$ cat config.mk
export PLATFORM = sky130hd
export DESIGN_NAME = mips_run_ctrl_flat
export DESIGN_NICKNAME = d
export VERILOG_FILES = /design/src/rtl/mips_run_ctrl_pkg.sv /design/src/rtl/mips_run_ctrl_if.sv /design/src/rtl/mips_run_ctrl_sat_counter.sv /design/src/rtl/mips_run_ctrl.sv /design/src/flat_wrapper.sv
export SDC_FILE = /design/constraint.sdc
export NUM_CORES = 1
export LEC_CHECK = 0
export ABC_CLOCK_PERIOD_IN_PS = 3100
export CAP_MARGIN = 10
export CORE_MARGIN = 4
export CORE_UTILIZATION = 50
export CTS_BUF_LIST = sky130_fd_sc_hd__clkbuf_2
export CTS_CLUSTER_SIZE = 28
export DETAILED_ROUTE_END_ITERATION = 8
export MAX_ROUTING_LAYER = met4
export PLACE_DENSITY_LB_ADDON = 0.05
export SLEW_MARGIN = 20
export SYNTH_ARGS = -nofsm -noshare
export SYNTH_HDL_FRONTEND = slang
export SYNTH_HIERARCHICAL = 1
export SYNTH_SLANG_ARGS = --single-unit
$ cat constraint.sdc
create_clock -name clk -period 3.1 [get_ports clk]
set_input_delay 0.93 -clock clk [delete_from_list [all_inputs] [get_ports clk]]
set_output_delay 0.93 -clock clk [all_outputs]
set_load 0.1 [all_outputs]
$ cat src/rtl/mips_run_ctrl_pkg.sv
// Shared definitions for the MIPS run controller: state encoding, default timings
// and the run-mode selection helper.
package mips_ctrl_pkg;

   typedef enum logic [2:0] {
      ST_HOLD      = 3'd0,
      ST_DELAY     = 3'd1,
      ST_RUN       = 3'd2,
      ST_STEP_IDLE = 3'd3,
      ST_STEP_FIRE = 3'd4,
      ST_HALT      = 3'd5
   } state_e;

   localparam int DEF_RST_HOLD    = 5;
   localparam int DEF_START_DELAY = 100;
   localparam int TIMER_W         = 32;

   function automatic state_e mode_state(input logic step_mode);
      return step_mode ? ST_STEP_IDLE : ST_RUN;
   endfunction

endpackage

$ cat src/rtl/mips_run_ctrl_if.sv
// Control/status bundle between the run controller and its driver (board or bench).
interface mips_run_ctrl_if #(
   parameter int CNT_W = 32
);
   logic             restart;
   logic             step_mode;
   logic             step_req;
   logic             halt_req;
   logic             core_rst;
   logic             core_clk_en;
   logic [CNT_W-1:0] cycle_count;
   logic             done;
   logic [2:0]       state_o;

   modport master (
      output restart, step_mode, step_req, halt_req,
      input  core_rst, core_clk_en, cycle_count, done, state_o
   );

   modport slave (
      input  restart, step_mode, step_req, halt_req,
      output core_rst, core_clk_en, cycle_count, done, state_o
   );
endinterface

$ cat src/rtl/mips_run_ctrl_sat_counter.sv
// Up-counter with synchronous clear and enable that sticks at all-ones instead of wrapping.
module sat_counter #(
   parameter int W = 8
) (
   input  logic         clk,
   input  logic         rst,
   input  logic         clr_i,
   input  logic         en_i,
   output logic [W-1:0] cnt_o
);
   logic [W-1:0] cnt_q, cnt_d;

   function automatic logic [W-1:0] sat_inc(input logic [W-1:0] v);
      return (&v) ? v : v + 1'b1;
   endfunction

   always_comb begin
      cnt_d = cnt_q;
      if (clr_i)
         cnt_d = '0;
      else if (en_i)
         cnt_d = sat_inc(cnt_q);
   end

   always_ff @(posedge clk or posedge rst) begin
      if (rst)
         cnt_q <= '0;
      else
         cnt_q <= cnt_d;
   end

   assign cnt_o = cnt_q;
endmodule

$ cat src/rtl/mips_run_ctrl.sv
// Run controller for the MIPS core: reset hold, start-up delay, free-run / single-step,
// halt on request or cycle budget. All outputs are registered decodes of the next state.
module mips_run_ctrl
   import mips_ctrl_pkg::*;
#(
   parameter int RST_HOLD    = DEF_RST_HOLD,
   parameter int START_DELAY = DEF_START_DELAY,
   parameter int CNT_W       = 32,
   parameter int MAX_CYCLES  = 0
) (
   input  logic            clk,
   input  logic            rst,
   mips_run_ctrl_if.slave  bus
);
   localparam logic [TIMER_W-1:0] HOLD_LAST   = TIMER_W'(RST_HOLD - 1);
   localparam logic [TIMER_W-1:0] DELAY_LAST  = TIMER_W'(START_DELAY - 1);
   localparam logic [CNT_W-1:0]   BUDGET_LAST = CNT_W'(MAX_CYCLES - 1);
   localparam bit                 BUDGET_ON   = (MAX_CYCLES != 0);
   localparam bit                 SKIP_DELAY  = (START_DELAY == 0);

   state_e             state_q, state_d;
   logic               step_prev_q;
   logic               core_rst_q, core_rst_d;
   logic               clk_en_q, clk_en_d;
   logic               done_q, done_d;
   logic [TIMER_W-1:0] timer_cnt;
   logic [CNT_W-1:0]   cycle_cnt;
   logic               step_edge, budget_hit, timer_clr, timer_en;

   assign step_edge  = bus.step_req & ~step_prev_q;
   assign budget_hit = BUDGET_ON && (cycle_cnt == BUDGET_LAST);

   // Priority: restart, halt_req, budget, step_mode change, step edge.
   always_comb begin
      state_d = state_q;
      if (bus.restart) begin
         state_d = ST_HOLD;
      end else begin
         case (state_q)
            ST_HOLD:
               if (timer_cnt == HOLD_LAST)
                  state_d = SKIP_DELAY ? mode_state(bus.step_mode) : ST_DELAY;
            ST_DELAY:
               if (bus.halt_req)                state_d = ST_HALT;
               else if (timer_cnt == DELAY_LAST) state_d = mode_state(bus.step_mode);
            ST_RUN:
               if (bus.halt_req || budget_hit) state_d = ST_HALT;
               else if (bus.step_mode)         state_d = ST_STEP_IDLE;
            ST_STEP_IDLE:
               if (bus.halt_req)        state_d = ST_HALT;
               else if (!bus.step_mode) state_d = ST_RUN;
               else if (step_edge)      state_d = ST_STEP_FIRE;
            ST_STEP_FIRE:
               if (bus.halt_req || budget_hit) state_d = ST_HALT;
               else                            state_d = mode_state(bus.step_mode);
            ST_HALT: state_d = ST_HALT;
            default: state_d = ST_HOLD;
         endcase
      end

      core_rst_d = (state_d == ST_HOLD);
      clk_en_d   = (state_d == ST_RUN) || (state_d == ST_STEP_FIRE);
      done_d     = (state_d == ST_HALT);
   end

   // The hold/delay timer restarts from zero on every state change.
   assign timer_clr = bus.restart || (state_d != state_q);
   assign timer_en  = (state_q == ST_HOLD) || (state_q == ST_DELAY);

   always_ff @(posedge clk or posedge rst) begin
      if (rst) begin
         state_q     <= ST_HOLD;
         step_prev_q <= 1'b0;
         core_rst_q  <= 1'b1;
         clk_en_q    <= 1'b0;
         done_q      <= 1'b0;
      end else begin
         state_q     <= state_d;
         step_prev_q <= bus.step_req;
         core_rst_q  <= core_rst_d;
         clk_en_q    <= clk_en_d;
         done_q      <= done_d;
      end
   end

   sat_counter #(.W(TIMER_W)) u_timer (
      .clk   (clk),
      .rst   (rst),
      .clr_i (timer_clr),
      .en_i  (timer_en),
      .cnt_o (timer_cnt)
   );

   sat_counter #(.W(CNT_W)) u_cycles (
      .clk   (clk),
      .rst   (rst),
      .clr_i (bus.restart),
      .en_i  (clk_en_q),
      .cnt_o (cycle_cnt)
   );

   assign bus.core_rst    = core_rst_q;
   assign bus.core_clk_en = clk_en_q;
   assign bus.cycle_count = cycle_cnt;
   assign bus.done        = done_q;
   assign bus.state_o     = state_q;
endmodule

$ cat src/flat_wrapper.sv
// flat-port wrapper written by rule: the top's interface ports become plain ports
module mips_run_ctrl_flat import mips_ctrl_pkg::*;
#(
   parameter int RST_HOLD    = DEF_RST_HOLD,
   parameter int START_DELAY = DEF_START_DELAY,
   parameter int CNT_W       = 32,
   parameter int MAX_CYCLES  = 0
)
  (clk, rst, bus_restart, bus_step_mode, bus_step_req, bus_halt_req, bus_core_rst, bus_core_clk_en, bus_cycle_count, bus_done, bus_state_o);
  mips_run_ctrl_if #(.CNT_W(CNT_W)) bus_i ();
  input  logic clk;
  input  logic rst;
  input wire logic [$bits(bus_i.restart)-1:0] bus_restart;
  input wire logic [$bits(bus_i.step_mode)-1:0] bus_step_mode;
  input wire logic [$bits(bus_i.step_req)-1:0] bus_step_req;
  input wire logic [$bits(bus_i.halt_req)-1:0] bus_halt_req;
  output wire logic [$bits(bus_i.core_rst)-1:0] bus_core_rst;
  output wire logic [$bits(bus_i.core_clk_en)-1:0] bus_core_clk_en;
  output wire logic [$bits(bus_i.cycle_count)-1:0] bus_cycle_count;
  output wire logic [$bits(bus_i.done)-1:0] bus_done;
  output wire logic [$bits(bus_i.state_o)-1:0] bus_state_o;
  assign bus_i.restart = bus_restart;
  assign bus_i.step_mode = bus_step_mode;
  assign bus_i.step_req = bus_step_req;
  assign bus_i.halt_req = bus_halt_req;
  assign bus_core_rst = bus_i.core_rst;
  assign bus_core_clk_en = bus_i.core_clk_en;
  assign bus_cycle_count = bus_i.cycle_count;
  assign bus_done = bus_i.done;
  assign bus_state_o = bus_i.state_o;
  mips_run_ctrl #(.RST_HOLD(RST_HOLD), .START_DELAY(START_DELAY), .CNT_W(CNT_W), .MAX_CYCLES(MAX_CYCLES)) u_core (.clk(clk), .rst(rst), .bus(bus_i));
endmodule
# Yosys cells after proc, flatten, opt, wreduce, memory -nomap -nowiden
# Cells that the tools add are included.
# totals
reg_bits,71
latch_bits,0
mem_bits_rw,0
rom_bits,0
in_bits,6
memories,0
# op_classes
addsub,2
multipliers,0
n_div,0
n_lt_le_gt_ge,0
n_eq_ne,13
n_shift,0
mux,18
bitwise,2
reduce_logical,11
# ops
op,n
$mux 32,6
$add 32x1->32 const B,2
$reduce_and 32->1,2
$eq 32x3->1 const B,1
$eq 32x7->1 const B,1
$mux 3,10
$pmux 3 s6,1
$eq 3x3->1 const B,4
$eq 3x2->1 const B,3
$logic_not 3->1,2
$reduce_and 2->1,2
$reduce_bool 2->1,2
$eq 3x1->1 const B,1
$logic_or 1x1->1,3
$ne 3x3->1,1
$ne 2x1->1 const B,1
$ne 2x2->1 const B,1
$and 1x1->1,1
$mux 1,1
$not 1->1,1

# Longest topological paths before layout
# logic_depth
ltp_word,11
ltp_mapped,9
depth_no_buf,7

# Cells and area by module
# Netlist, hierarchy kept.
# by_module_without_submodules
module,n_inst,cells_each,area_per_inst_um2,seq_area_each_um2
sat_counter,2,190,1829.3,800.8
mips_run_ctrl,1,63,539.3,176.4

# Least setup slack after synthesis
# Ideal clock, no wire load.
# synth_path
path_kind,reg2reg
start,"register u_core.state_q[0], in the netlist u_core/bus.state_o[0]"
end,"register u_core.u_timer.cnt_q[24], in the netlist u_core/u_timer/cnt_o[24]"
setup_ps,132
arrival_time_ps,2800
required_time_ps,2968
slack_ps,168
path_stages_with_launch,10
cell_sequence,dfrtp_1 buf_6 inv_1 nor3_1 nand2_1 o2bb2ai_1 mux2i_1 clkbuf_1 clkbuf_1 nor2_1
# synth_via
elab_chain_len,9
# synth_lines
item,line,text
from (decl),mips_run_ctrl.sv:21,"state_e state_q, state_d;"
from (signal assigned),mips_run_ctrl.sv:78,state_q <= state_d;
$mux 3,mips_run_ctrl.sv:52,else if (step_edge) state_d = ST_STEP_FIRE;
$mux 3,mips_run_ctrl.sv:51,else if (!bus.step_mode) state_d = ST_RUN;
$mux 3,mips_run_ctrl.sv:50,if (bus.halt_req) state_d = ST_HALT;
$pmux 3 s6 (*),mips_run_ctrl.sv:39,case (state_q)
$mux 3 (*),mips_run_ctrl.sv:36,if (bus.restart) begin
named net u_core.state_d[0],mips_run_ctrl.sv:21,
$ne 3x3->1 (*),mips_run_ctrl.sv:67,assign timer_clr = bus.restart || (state_d != state_q);
$logic_or 1x1->1 (*),mips_run_ctrl.sv:67,
named net u_core.timer_clr,mips_run_ctrl.sv:28,"logic step_edge, budget_hit, timer_clr, timer_en;"
$ne 2x1->1 (no source line) or $reduce_bool 2->1 (tied branches),n/a,
$reduce_and 2->1 (no source line),n/a,
to (signal assigned),mips_run_ctrl_sat_counter.sv:29,cnt_q <= cnt_d;
to (decl),mips_run_ctrl_sat_counter.sv:11,"logic [W-1:0] cnt_q, cnt_d;"
# The timed path passes the listed nets; every way through them passes the cells marked *.
# A chain may end at the register's enable or synchronous reset.

# Worst setup path after layout
# layout_path
start,"register u_core.u_timer.cnt_q[3], in the netlist u_core/u_timer/cnt_o[3]"
end,"register u_core.u_timer.cnt_q[29], in the netlist u_core/u_timer/cnt_o[29]"
# layout_via
elab_chain_len,9
# layout_lines
item,line,text
$eq 32x7->1,mips_run_ctrl.sv:45,else if (timer_cnt == DELAY_LAST) state_d = mode_state(bus.step_mode);
$mux 3,mips_run_ctrl.sv:45,
$mux 3,mips_run_ctrl.sv:44,if (bus.halt_req) state_d = ST_HALT;
$pmux 3 s6 (*),mips_run_ctrl.sv:39,
$mux 3 (*),mips_run_ctrl.sv:36,
named net u_core.state_d[0],mips_run_ctrl.sv:21,
$ne 3x3->1 (*),mips_run_ctrl.sv:67,
$logic_or 1x1->1 (*),mips_run_ctrl.sv:67,
named net u_core.timer_clr,mips_run_ctrl.sv:28,
$ne 2x1->1 (no source line) or $reduce_bool 2->1 (tied branches),n/a,
$reduce_and 2->1 (no source line),n/a,
# The timed path passes the listed nets; every way through them passes the cells marked *. The select of a mux whose other input is x is not followed.

==> impl_metrics.env <==
export IMPL_post_route_period_util_pct=86.61
export IMPL_critical_path_class="reg -> reg"
export IMPL_hpwl_um=6585
export IMPL_required_ns=3.50
export IMPL_hold_path_class="reg -> reg"
export IMPL_via_per_inst=5.987
export IMPL_setup_violations=0
export IMPL_synth_cell_type_count=54
export IMPL_path_cells="nor4_1 -> nand4_1 -> o32ai_1 -> o2bb2ai_1 -> mux2i_4 -> buf_12 -> nor2_1 -> mux2_1"
export IMPL_netlist_instances=443
export IMPL_antenna_left=0
export IMPL_clock_skew_ns=0.02889
export IMPL_crit_fanout=24
export IMPL_gp_congestion=0.8515
export IMPL_worstPathArrival_ns=3.09
export IMPL_finalInstanceArea_mm2=0.004818
export IMPL_die_y_um=99.63
export IMPL_regArea_mm2=0.001778
export IMPL_startpoint="u_core/u_timer/cnt_o[3]"
export IMPL_grt_pass1_wl_um=16300
export IMPL_max_freq_ghz=0.3725
export IMPL_ir_drop_uv=256.2
export IMPL_drt_iter0_markers=170
export IMPL_status="completed"
export IMPL_die_area_mm2=0.009925
export IMPL_drc=0
export IMPL_area_growth_pct=14.78
export IMPL_post_place_ws_ns=-0.1066
export IMPL_antenna_found_initial=0
export IMPL_core_area_mm2=0.008175
export IMPL_grt_max_degree=40
export IMPL_ys_flop_type="dfrtp_1"
export IMPL_fin_nets=497
export IMPL_synth_warnings=6
export IMPL_cts_root_buf="clkbuf_2"
export IMPL_path_clk_slew_ns=0.20
export IMPL_fin_crit_ns=2.685
export IMPL_num_io_pins=44
export IMPL_port_buffers=43
export IMPL_std_cell_rows=33
export IMPL_start_kind="flop"
export IMPL_totalPowerFinal_mw=2.122
export IMPL_p_leak_nw=1.988
export IMPL_ys_seq_area_share_pct=42.35
export IMPL_routedWlPerCell_um=15.99
export IMPL_synth_area_per_cell_um2=9.476
export IMPL_multi_input_area_mm2=0.002240
export IMPL_timing_slew_headroom_pct=55.87
export IMPL_cts_htree_levels=3
export IMPL_synth_area_mm2=0.004198
export IMPL_rsz0062_at_grt="no"
export IMPL_fin_ws_ns=0.4152
export IMPL_cts_tree="done"
export IMPL_vias=3586
export IMPL_cts_sinks=71
export IMPL_ctsLongestPathBuffers=2
export IMPL_synth_edff_count=0
export IMPL_grt_overflow_total=0
export IMPL_worstSetupEndpointType="flop"
export IMPL_synth_nets=451
export IMPL_cts_buffers=9
export IMPL_fill_cells=744
export IMPL_holdWs_ns=0.5832
export IMPL_cap_violations=0
export IMPL_power_density_mw_per_mm2=440.5
export IMPL_grt_util_all_layers_pct=20.88
export IMPL_slowest_stage="dfrtp_1"
export IMPL_r2r_start="u_core/u_timer/cnt_o[3]"
export IMPL_postCtsHoldBufs=0
export IMPL_slowest_delay_ns=0.48
export IMPL_drv_slew=0
export IMPL_fin_setup_tns_ns=0
export IMPL_drt_pass1_iterations=4
export IMPL_dieWidth_um=99.63
export IMPL_post_cts_buffers=0
export IMPL_diodes=0
export IMPL_placed_cell_area_mm2=0.004662
export IMPL_drive_gt1_share_pct=17.81
export IMPL_grt_pass1_vias=3332
export IMPL_cts_resized=0
export IMPL_synthArstFlopShare_pct=100.0
export IMPL_ys_ff_latch=71
export IMPL_hold_viol=0
export IMPL_rrSetupSlack_ns=0.42
export IMPL_worstHoldStart="u_core/u_cycles/cnt_o[20]"
export IMPL_drt_total_wl_um=9577
export IMPL_initial_core_util_pct=51.35
export IMPL_insertion_delay_ns=0.52
export IMPL_tightestPinTransition_ns=0.6619
==> sequential cells by signal, indices dropped and copies added, names as in the netlist <==
register and cells:
u_core/bus.core_clk_en 1, u_core/bus.core_rst 1, u_core/bus.done 1, u_core/bus.state_o 3, u_core/step_prev_q 1, u_core/u_cycles/cnt_o 32
u_core/u_timer/cnt_o 32
==> cells in the mapped netlist, drive strengths merged, types with 4 or more instances <==
library cell	instances	area, µm²
dfrtp	70	1752
nor2	45	168.9
a21oi	29	145.1
nor4	27	211.5
nand2	23	86.33
nand3	22	110.1
xnor2	21	183.9
or3	18	112.6
nand4	16	130.1
o21ai	15	75.07
clkbuf	14	53.80
nor3	14	70.07
nor2b	13	81.33
inv	12	45.04
mux2	12	142.6
o31ai	12	117.6
buf	10	93.84
or4	10	82.58
and3	8	50.05
a211oi	6	45.04
and4	6	52.55
a311oi	4	41.29
xor2	4	35.03
==> per-stage QoR <==
| step | instances | utilization, % |
|---|---|---|
| after detailed placement | 583 | 57.02 |
| after global routing | 599 | 58.94 |
| final | 599 | 58.94 |
| after CTS | 599 | 58.94 |
| after floorplan | 443 | - |
| after global placement | 583 | 57.02 |
==> cells in the final DEF (no fill, tap or decap), drive strengths merged, types with 2 or more instances in the layout <==
cell	netlist	routed
a41o	2	2
nor4	27	27
nand2	23	23
nor4bb	2	2
buf	10	54
xnor2	21	21
nor4b	2	2
mux2	12	12
clkdlybuf4s50	0	5
or4	10	10
inv	12	12
clkbuf	14	9
and2	2	2
o211ai	3	3
and3	8	8
nand3	22	22
o31ai	12	12
xor2	4	4
bufinv	0	3
clkinv	0	4
a311oi	4	4
nand4bb	2	2
o21ai	15	15
nor2b	13	13
dfrtp	70	70
a211oi	6	6
nor2	45	45
or3	18	18
a2111oi	2	2
nand4	16	16
ha	2	2
nor3	14	14
a21oi	29	29
mux2i	3	3
and4	6	6
==> worst paths after layout <==
kind | end | cells after the start
setup / recovery | u_core/u_timer/cnt_o[29] | 8
hold / removal | u_core/u_cycles/cnt_o[20] | 2
setup reg to reg | u_core/u_timer/cnt_o[29] | 8
hold reg to reg | u_core/u_cycles/cnt_o[20] | 2
max in group asynchronous | u_core/u_timer/cnt_o[16] | 3
min in group asynchronous | u_core/bus.done | 2
==> critical path: cells and delay by family, from the launching register on <==
family | cells | cell delay (ns)
flip-flops | 1 | 0.48
AO/OA/AOI/OAI | 2 | 0.68
AND/OR/NAND/NOR | 3 | 0.63
buffers and inverters | 1 | 0.18
multiplexers | 2 | 0.61
==> area by class of cell <==
class | count | area share (%)
multi-input combinational | 336 | 46.48
sequential | 71 | 36.90
timing repair buffer | 59 | 9.712
tap | 105 | 2.727
clock inverter | 7 | 2.311
clock buffer | 9 | 0.9348
inverter | 12 | 0.9348
==> layer usage <==
metal | vias up | routed length, µm | track usage (%)
li1 | 1753 | - | -
met1 | 1750 | 4340 | 26.46
met2 | 75 | 4758 | 33.99
met3 | 8 | 400 | 4.418
met4 | 0 | 78 | 5.777
met5 | - | 0 | -
==> kinds of logic after synthesis <==
| logic type | synth area share [%] |
|---|---|
| flops | 42.35 |
| simple gates | 29.84 |
| fa+ha+maj | 0.8345 |
| compound gates | 13.06 |
| buf+inv | 4.590 |
| xor+xnor | 5.216 |
| mux | 4.113 |
==> where the power goes <==
part	internal (mW)	leakage, nW	switching, mW
clock network	0.343	0.0909	0.341
logic	0.142	0.913	0.289
registers	0.957	0.984	0.0505
No activity file was read; power rests on OpenSTA's default activity.
